**src/rtl/alu.sv**
```systemverilog
// 32-bit MIPS integer ALU with registered result, zero/overflow/carry flags.
// One-cycle latency, fully pipelined, no back-pressure.
module alu (
  input  logic        clk,
  input  logic        rst,
  input  logic [31:0] a,
  input  logic [31:0] b,
  input  logic [4:0]  shamt,
  input  logic [3:0]  alu_op,
  input  logic        in_valid,
  output logic [31:0] result,
  output logic        zero,
  output logic        overflow,
  output logic        carry,
  output logic        out_valid
);

  typedef enum logic [3:0] {
    OP_AND  = 4'h0, OP_OR   = 4'h1, OP_ADD  = 4'h2, OP_ADDU = 4'h3,
    OP_XOR  = 4'h4, OP_NOR  = 4'h5, OP_SUB  = 4'h6, OP_SLT  = 4'h7,
    OP_SUBU = 4'h8, OP_SLTU = 4'h9, OP_SLL  = 4'hA, OP_SRL  = 4'hB,
    OP_SRA  = 4'hC, OP_SLLV = 4'hD, OP_SRLV = 4'hE, OP_SRAV = 4'hF
  } alu_op_e;

  alu_op_e     op;
  logic        sub_mode;
  logic [31:0] b_eff;
  logic [32:0] sum;
  logic        sum_ovf;
  logic        slt_bit;
  logic [4:0]  shift_amt;
  logic [31:0] next_result;
  logic        next_overflow;
  logic        next_carry;

  assign op = alu_op_e'(alu_op);

  // One shared adder: subtraction and both compares use a + ~b + 1.
  always_comb begin
    sub_mode = (op == OP_SUB) || (op == OP_SUBU) || (op == OP_SLT) || (op == OP_SLTU);
    b_eff    = sub_mode ? ~b : b;
    sum      = {1'b0, a} + {1'b0, b_eff} + {32'd0, sub_mode};
    sum_ovf  = (a[31] == b_eff[31]) && (sum[31] != a[31]);
  end

  // Sign of the true difference: raw sign bit corrected by overflow.
  assign slt_bit   = (op == OP_SLTU) ? ~sum[32] : (sum[31] ^ sum_ovf);
  assign shift_amt = ((op == OP_SLLV) || (op == OP_SRLV) || (op == OP_SRAV)) ? a[4:0] : shamt;

  // NOTE: every output of this block gets a default first, so no path leaves
  // a variable unassigned and no latch can be inferred.
  always_comb begin
    next_result   = 32'd0;
    next_overflow = 1'b0;
    next_carry    = 1'b0;
    unique case (op)
      OP_AND:  next_result = a & b;
      OP_OR:   next_result = a | b;
      OP_XOR:  next_result = a ^ b;
      OP_NOR:  next_result = ~(a | b);
      OP_ADD, OP_SUB: begin
        next_result   = sum[31:0];
        next_overflow = sum_ovf;
        next_carry    = sum[32];
      end
      OP_ADDU, OP_SUBU: begin
        next_result = sum[31:0];
        next_carry  = sum[32];
      end
      OP_SLT, OP_SLTU: next_result = {31'd0, slt_bit};
      OP_SLL, OP_SLLV: next_result = b << shift_amt;
      OP_SRL, OP_SRLV: next_result = b >> shift_amt;
      OP_SRA, OP_SRAV: next_result = $unsigned($signed(b) >>> shift_amt);
      default: next_result = 32'd0;
    endcase
  end

  // NOTE: sequential state uses non-blocking assignments so every register
  // samples the pre-edge values regardless of statement order.
  always_ff @(posedge clk or posedge rst) begin
    if (rst) begin
      result    <= 32'd0;
      zero      <= 1'b0;
      overflow  <= 1'b0;
      carry     <= 1'b0;
      out_valid <= 1'b0;
    end else begin
      out_valid <= in_valid;
      if (in_valid) begin
        result   <= next_result;
        zero     <= (next_result == 32'd0);
        overflow <= next_overflow;
        carry    <= next_carry;
      end
    end
  end

endmodule

```
**config.mk**
```make
export PLATFORM = sky130hd
export DESIGN_NAME = alu
export DESIGN_NICKNAME = d
export VERILOG_FILES = /design/src/rtl/alu.sv
export SDC_FILE = /design/constraint.sdc
export NUM_CORES = 1
export LEC_CHECK = 0
export ABC_AREA = 1
export ABC_CLOCK_PERIOD_IN_PS = 1100
export BUFFER_PORTS_ARGS = -buffer_cell sky130_fd_sc_hd__buf_2
export CELL_PAD_IN_SITES_DETAIL_PLACEMENT = 0
export CELL_PAD_IN_SITES_GLOBAL_PLACEMENT = 1
export CORE_UTILIZATION = 25
export DETAILED_ROUTE_END_ITERATION = 10
export PLACE_DENSITY = 0.59
export SYNTH_ARGS = -nofsm -noshare
export SYNTH_HDL_FRONTEND = slang
export SYNTH_SLANG_ARGS = --single-unit
```
**constraint.sdc**
```tcl
create_clock -name clk -period 1.1 [get_ports clk]
set_input_delay 0.11 -clock clk [delete_from_list [all_inputs] [get_ports clk]]
set_output_delay 0.11 -clock clk [all_outputs]
set_load 0.1 [all_outputs]
```
Word-level counts from Yosys, hierarchy flattened

Cells that the tools add are included.

Add/subtract/negate cells: 2
Eq/ne operators: 17
Shift-type cells: 3
Multiplexer cells: 6
Bitwise operators: 7
Reduce and logical (&&, ||, !) cells: 14

Operator list:

| cell               | number |
|---|---|
| $pmux 32 s9        | 1 |
| $not 32->32        | 2 |
| $add 32x32->33     | 1 |
| $add 33x1->33      | 1 |
| $and 32x32->32     | 1 |
| $eq 4x4->1 const B | 8 |
| $logic_not 32->1   | 1 |
| $mux 32            | 1 |
| $or 32x32->32      | 1 |
| $shl 32x5->32      | 1 |
| $shr 32x5->32      | 1 |
| $sshr 32x5->32     | 1 |
| $xor 32x32->32     | 1 |
| $eq 4x3->1 const B | 4 |
| $reduce_or 2->1    | 5 |
| $eq 4x2->1 const B | 2 |
| $logic_or 1x1->1   | 5 |
| $mux 5             | 1 |
| $eq 4x1->1 const B | 1 |
| $logic_not 4->1    | 1 |
| $reduce_or 4->1    | 1 |
| $mux 1             | 3 |
| $eq 1x1->1         | 1 |
| $logic_and 1x1->1  | 1 |
| other kinds (3)    | 3 |

Bits in registers: 36
Input bits: 76
Output and inout port bits: 36

Depth between registers and ports, before layout

Depth after elaboration: 13
Mapped depth: 27

Worst setup path before layout

OpenSTA, ideal clock, no wires.

Path kind: input port to flip-flop
Start point: input alu_op[1]
End point: register zero
Arrival: 3.051 ns
Required time: 1.032 ns
Slack: -2.018 ns
Stages: 25
Buffers on the path: 1
Path through: inv_2 > nand2_1 > nor2_1 > nor2_1 > nand2_1 > buf_1 > xor2_1 > fa_1 > nand2_1 > nand2_1 > o21a_1 > nand2_1 > nand2_1 > nand2_1 > nand2_1 > nand4_1 > nand2_1 > or2_2 > nand3_1 > nand3_1 > o21ai_0 > nand3_1 > nor2_1 > nand3_1 > nand2_1

Cells in the longest elaborated chain, start to end: 13
Elaborated cells between the ends (all ways): 41
Classes of those cells: add/sub: 2; eq/ne: 17; shift: 3; mux: 4; bitwise: 2; reduce/logical: 13

Ends and longest elaborated chain:

| element                                         | RTL line | source |
|---|---|---|
| from (decl)                                     | 9        | `input logic [3:0] alu_op,` |
| $eq 4x3->1 / $eq 4x4->1 (equally long branches) | 40, 56   |  |
| $logic_or 1x1->1 (3 in a row)                   | 40       | `sub_mode = (op == OP_SUB) \|\| (op == OP_SUBU) \|\| (op == OP_SLT) \|\| (op == OP_SLTU);` |
| $mux 32                                         | 41       | `b_eff = sub_mode ? ~b : b;` |
| $add 32x32->33                                  | 42       | `sum = {1'b0, a} + {1'b0, b_eff} + {32'd0, sub_mode};` |
| $add 33x1->33                                   | 42       |  |
| $ne 1x1->1                                      | 43       | `sum_ovf = (a[31] == b_eff[31]) && (sum[31] != a[31]);` |
| $logic_and 1x1->1                               | 43       |  |
| $xor 1x1->1                                     | 47       | `assign slt_bit = (op == OP_SLTU) ? ~sum[32] : (sum[31] ^ sum_ovf);` |
| $mux 1                                          | 47       |  |
| $pmux 32 s9 *                                   | 56       | `unique case (op)` |
| $logic_not 32->1 *                              | 91       | `zero <= (next_result == 32'd0);` |
| to (signal assigned)                            | 91       |  |
| to (decl)                                       | 12       | `output logic zero,` |

Mark *: on every way between the ends. The rest lies on a longest branch, timed or not.
A chain may end at the register's enable or synchronous reset.

Worst setup path in the final report

Start point: input alu_op[0]
End point: register result[26]

Cells in the longest elaborated chain, start to end: 8
Elaborated cells between the ends (all ways): 34
Classes of those cells: add/sub: 2; eq/ne: 15; shift: 3; mux: 3; reduce/logical: 11

Ends and longest elaborated chain:

| element                                         | RTL line | source |
|---|---|---|
| $eq 4x3->1 / $eq 4x4->1 (equally long branches) | 40, 56   |  |
| $logic_or 1x1->1 (3 in a row)                   | 40       |  |
| $mux 32                                         | 41       |  |
| $add 32x32->33                                  | 42       |  |
| $add 33x1->33                                   | 42       |  |
| $pmux 32 s9 *                                   | 56       |  |
| to (signal assigned)                            | 90       | `result <= next_result;` |
| to (decl)                                       | 11       | `output logic [31:0] result,` |

Marked as above.

==> metrics.md <==
| Metric | Value |
|---|---|
| Outcome | `finished, violations left` |
| Violated checks | `setup timing` |
| Total of flip-flops plus latches after synthesis | `36` |
| DRC violation total after the first TritonRoute iteration | `1240` |
| CP most frequent cell | `buf_4` |
| Final setup violation count | `35` |
| Net switching share of the total power | `about half` |
| Type of origin of the critical path | `input pin` |
| # fillers | `a little over 4k` |
| Fraction of layout instances using a drive strength above 1 | `between 40% and 50%` |
| Worst EP arrival | `3280 ps` |
| Insertion delay of the later-clocked pin in the worst-skew pair | `approximately 270 ps` |
| Number of global-route vias before repair | `approximately 15k` |
| Library cell occupying the most area in the post-synthesis netlist | `nand3_1` |
| Via-per-instance ratio | `roughly 5` |
| Top fanout value on the critical path | `6` |
| Pin count of the biggest net entering global routing | `61` |
| Level count of the clock H-tree | `2` |
| Synth async-reset ratio | `100%` |
| Max-cap violations | `0` |
| Cell area after placement | `between 15000 and 20000 µm²` |
| TritonRoute pass-1 iters | `7` |
| Total count of max-transition violations in the final report | `0` |
| Number of clock sinks seen by CTS | `36` |
| EDFF count, synth | `0` |
| Final clock skew | `0 ps` |
| Fraction of synthesized cell area taken by the top area cell type | `about a fifth` |
| Aggregate negative setup slack | `-58400 ps` |
| Die extent in x | `between 200 and 250 µm` |
| Largest stage delay on the critical path | `approximately 250 ps` |
| Final Power | `19.1 mW` |
| Core Region | `a little under 40000 µm²` |
| Unique cell type count in the Yosys netlist | `55` |
| Initial Utilization | `approximately a quarter` |
| Most area-consuming cells after synthesis | `nand3_1 (20%), nand2_1 (19%), ha_1 (12%), dfrtp_1 (9.0%), inv_1 (5.9%)` |
| Crit Path Class | `in -> reg` |
| HPWL after detailed placement | `approximately 55 mm` |
| Setup slack of the most critical reg-to-reg path | `between 300 and 400 ps` |
| Worst hold-check path type | `in -> reg` |
| Clock tree from TritonCTS | `built` |
| Syn Std Cell Area | `9990 µm²` |
| Mapped Nets | `a little under 2k` |
| Nets | `2610` |
| Switching power | `between 9 and 10 mW` |
| Count of final hold-check violations | `0` |
| Commonest cells post-synth | `nand2_1 (512), nand3_1 (404), inv_1 (157), nor2_1 (105), ha_1 (98)` |
| Fraction of power consumed by the clock network | `between 8 and 9%` |
| Number of nets with antenna violations after routing | `0` |
| Max Fclk | `around 320 MHz` |
| Synth warnings | `0` |
| Die area | `between 40000 and 50000 µm²` |
| Root buffer selected by CTS | `clkbuf_16` |
| Worst slack, placed | `-2720 ps` |
| Clock slew at reported path FFs | `60 ps` |
| Max-slew headroom | `between 50% and 60%` |
| Cts bufs inserted | `5` |
| Worst hold slack after final layout | `153 ps` |
| Post-layout instance area | `roughly 18000 µm²` |
| Global routing usage summed across all routing layers | `between 30% and 40%` |
| Num ports | `112` |
| Cell depth of the worst flop-to-flop path | `2` |
| Std-Cell Rows | `72` |
| Mapped Cells | `1786` |
| DR WL/cell | `approximately 22 µm` |
| Number of remaining DRC errors | `0` |
| Least-Margin Pin Slew | `between 600 and 700 ps` |
| Min-Delay Path Depth | `2` |
| Static leakage power | `between 9 and 10 nW` |
| Design internal power | `slightly above 9 mW` |
| Most used standard cell by instance count after synthesis | `nand2_1` |
| Global-route wire length before repair | `93.9 mm` |
| Max rail drop VDD | `about 0.67 mV` |
| Combinational share of power | `82.0%` |
| Mean post-synth cell area | `5.59 µm²` |
| Setup slack of the critical path after layout | `-1980 ps` |
| Final clock period utilization by the worst path | `280%` |
| Critical path data required time | `1300 ps` |
| Sum of routed wire length over all layers | `roughly 64 mm` |
| Post-synthesis sequential area ratio | `9.02%` |
| Relative area change from synthesis to final layout | `82.4%` |
| Clock tree buffer depth | `2` |
| Slowest CP cell | `ha_4` |
| Global placement routability congestion | `1.02` |
| Seq pwr share | `9.7%` |
| Final worst path period need | `just over 3000 ps` |
| Antenna violations before repair | `2` |
| I/O Buffers | `111` |
| Vias post-DR | `around 15k` |
| Main flop type after synthesis | `dfrtp_1` |
| Vertical extent of the die | `202 µm` |
| RSZ-0062 raised after global routing | `true` |
| Power density normalized to cell area | `approximately 1000 nW/µm²` |
| Type of destination of the critical path | `flip-flop` |
| Remaining global-route overflow | `0` |
## through the flow
stage / util, % / std cells
3_5_place_dp: 40.6 / 2880
5_1_grt: 46.7 / 2956
4_1_cts: 45.6 / 2945
6_report: 46.7 / 2956
2_1_floorplan: - / 1786
3_3_place_gp: 40.6 / 2880
## kinds of logic after synthesis
group | Yosys count | synth area share (%)
AND/OR/NAND/NOR | 1121 | 50.6
AO/OA/AOI/OAI | 248 | 14.5
buffers and inverters | 248 | 10.5
adder cells (fa/ha/maj) | 99 | 12.5
flip-flops | 36 | 9.02
XOR/XNOR | 34 | 2.98
## critical path: cells and delay by family
kind	cells	cell delay, ps
xor+xnor	1	150
simple gates	11	1240
compound gates	4	510
buf+inv	8	980
fa+ha+maj	1	250
## final cells by class
type,count,area [µm²],share of cell area [%]
clock buffers,5,125,0.687
well taps,518,648,3.56
diodes,2,5.00,0.0275
multi-input cells,1502,9700,53.2
inverters,168,668,3.67
clock inverters,3,42.5,0.233
flip-flops and latches,36,901,4.94
repair buffers,722,6140,33.7
## placed cells by master (no fill, tap or decap), drive strengths merged, types with 3 or more instances in the layout
cell / synthesis / layout
a211oi: 18 / 18
a21boi: 4 / 4
a21oi: 71 / 71
a31oi: 8 / 8
buf: 46 / 721
clkbuf: 34 / 5
clkinv: 2 / 3
dfrtp: 36 / 36
ha: 98 / 98
inv: 166 / 166
nand2: 534 / 534
nand3: 407 / 407
nand3b: 9 / 9
nand4: 15 / 15
nor2: 112 / 112
nor3: 15 / 15
o2111ai: 4 / 4
o211ai: 11 / 11
o21a: 6 / 6
o21ai: 112 / 112
o21bai: 3 / 3
o22ai: 3 / 3
or2: 26 / 26
xor2: 32 / 32
## power groups by stage
stage                     registers [mW]  logic (mW)  clock network, mW
after global placement              1.86        13.1                  0
after detailed placement            1.86        13.1                  0
final                               1.84        15.6               1.59
after floorplan                     3.47        4.87                  0
after global routing                1.87        16.6               1.67
after CTS                           1.84        15.0               1.62
## worst paths after layout
check | startpoint | to
hold / removal | in_valid | out_valid$_DFF_PP0_
setup reg to reg | result[2]$_DFFE_PP0P_ | result[2]$_DFFE_PP0P_
max in group asynchronous | rst | result[16]$_DFFE_PP0P_
setup / recovery | alu_op[0] | result[26]$_DFFE_PP0P_
hold reg to reg | result[13]$_DFFE_PP0P_ | result[13]$_DFFE_PP0P_
min in group asynchronous | rst | result[19]$_DFFE_PP0P_
## repair_timing
action                                  4_1_cts  5_1_grt
pin swaps                                   109       73
buffers inserted                             56       10
endpoints found under the hold margin        36        0
gates resized for setup                     322       84
endpoints found under the setup margin       35       35
gates cloned                                  3        0
hold buffers                                  1        0
## layer usage
| layer | global-route usage (%) | vias up | routed length, µm |
|---|---|---|---|
| met5 | 0 | - | 0 |
| li1 | - | 7294 | - |
| met2 | 53.1 | 500 | 30500 |
| met1 | 41.4 | 7213 | 28700 |
| met4 | 8.98 | 0 | 2090 |
| met3 | 1.47 | 80 | 2820 |
## flip-flops by register name, summed over array words and instances, names as in the netlist
name / count
result: 32
carry: 1
out_valid: 1
overflow: 1
zero: 1
Note: power is estimated with default switching activity, not from simulation.
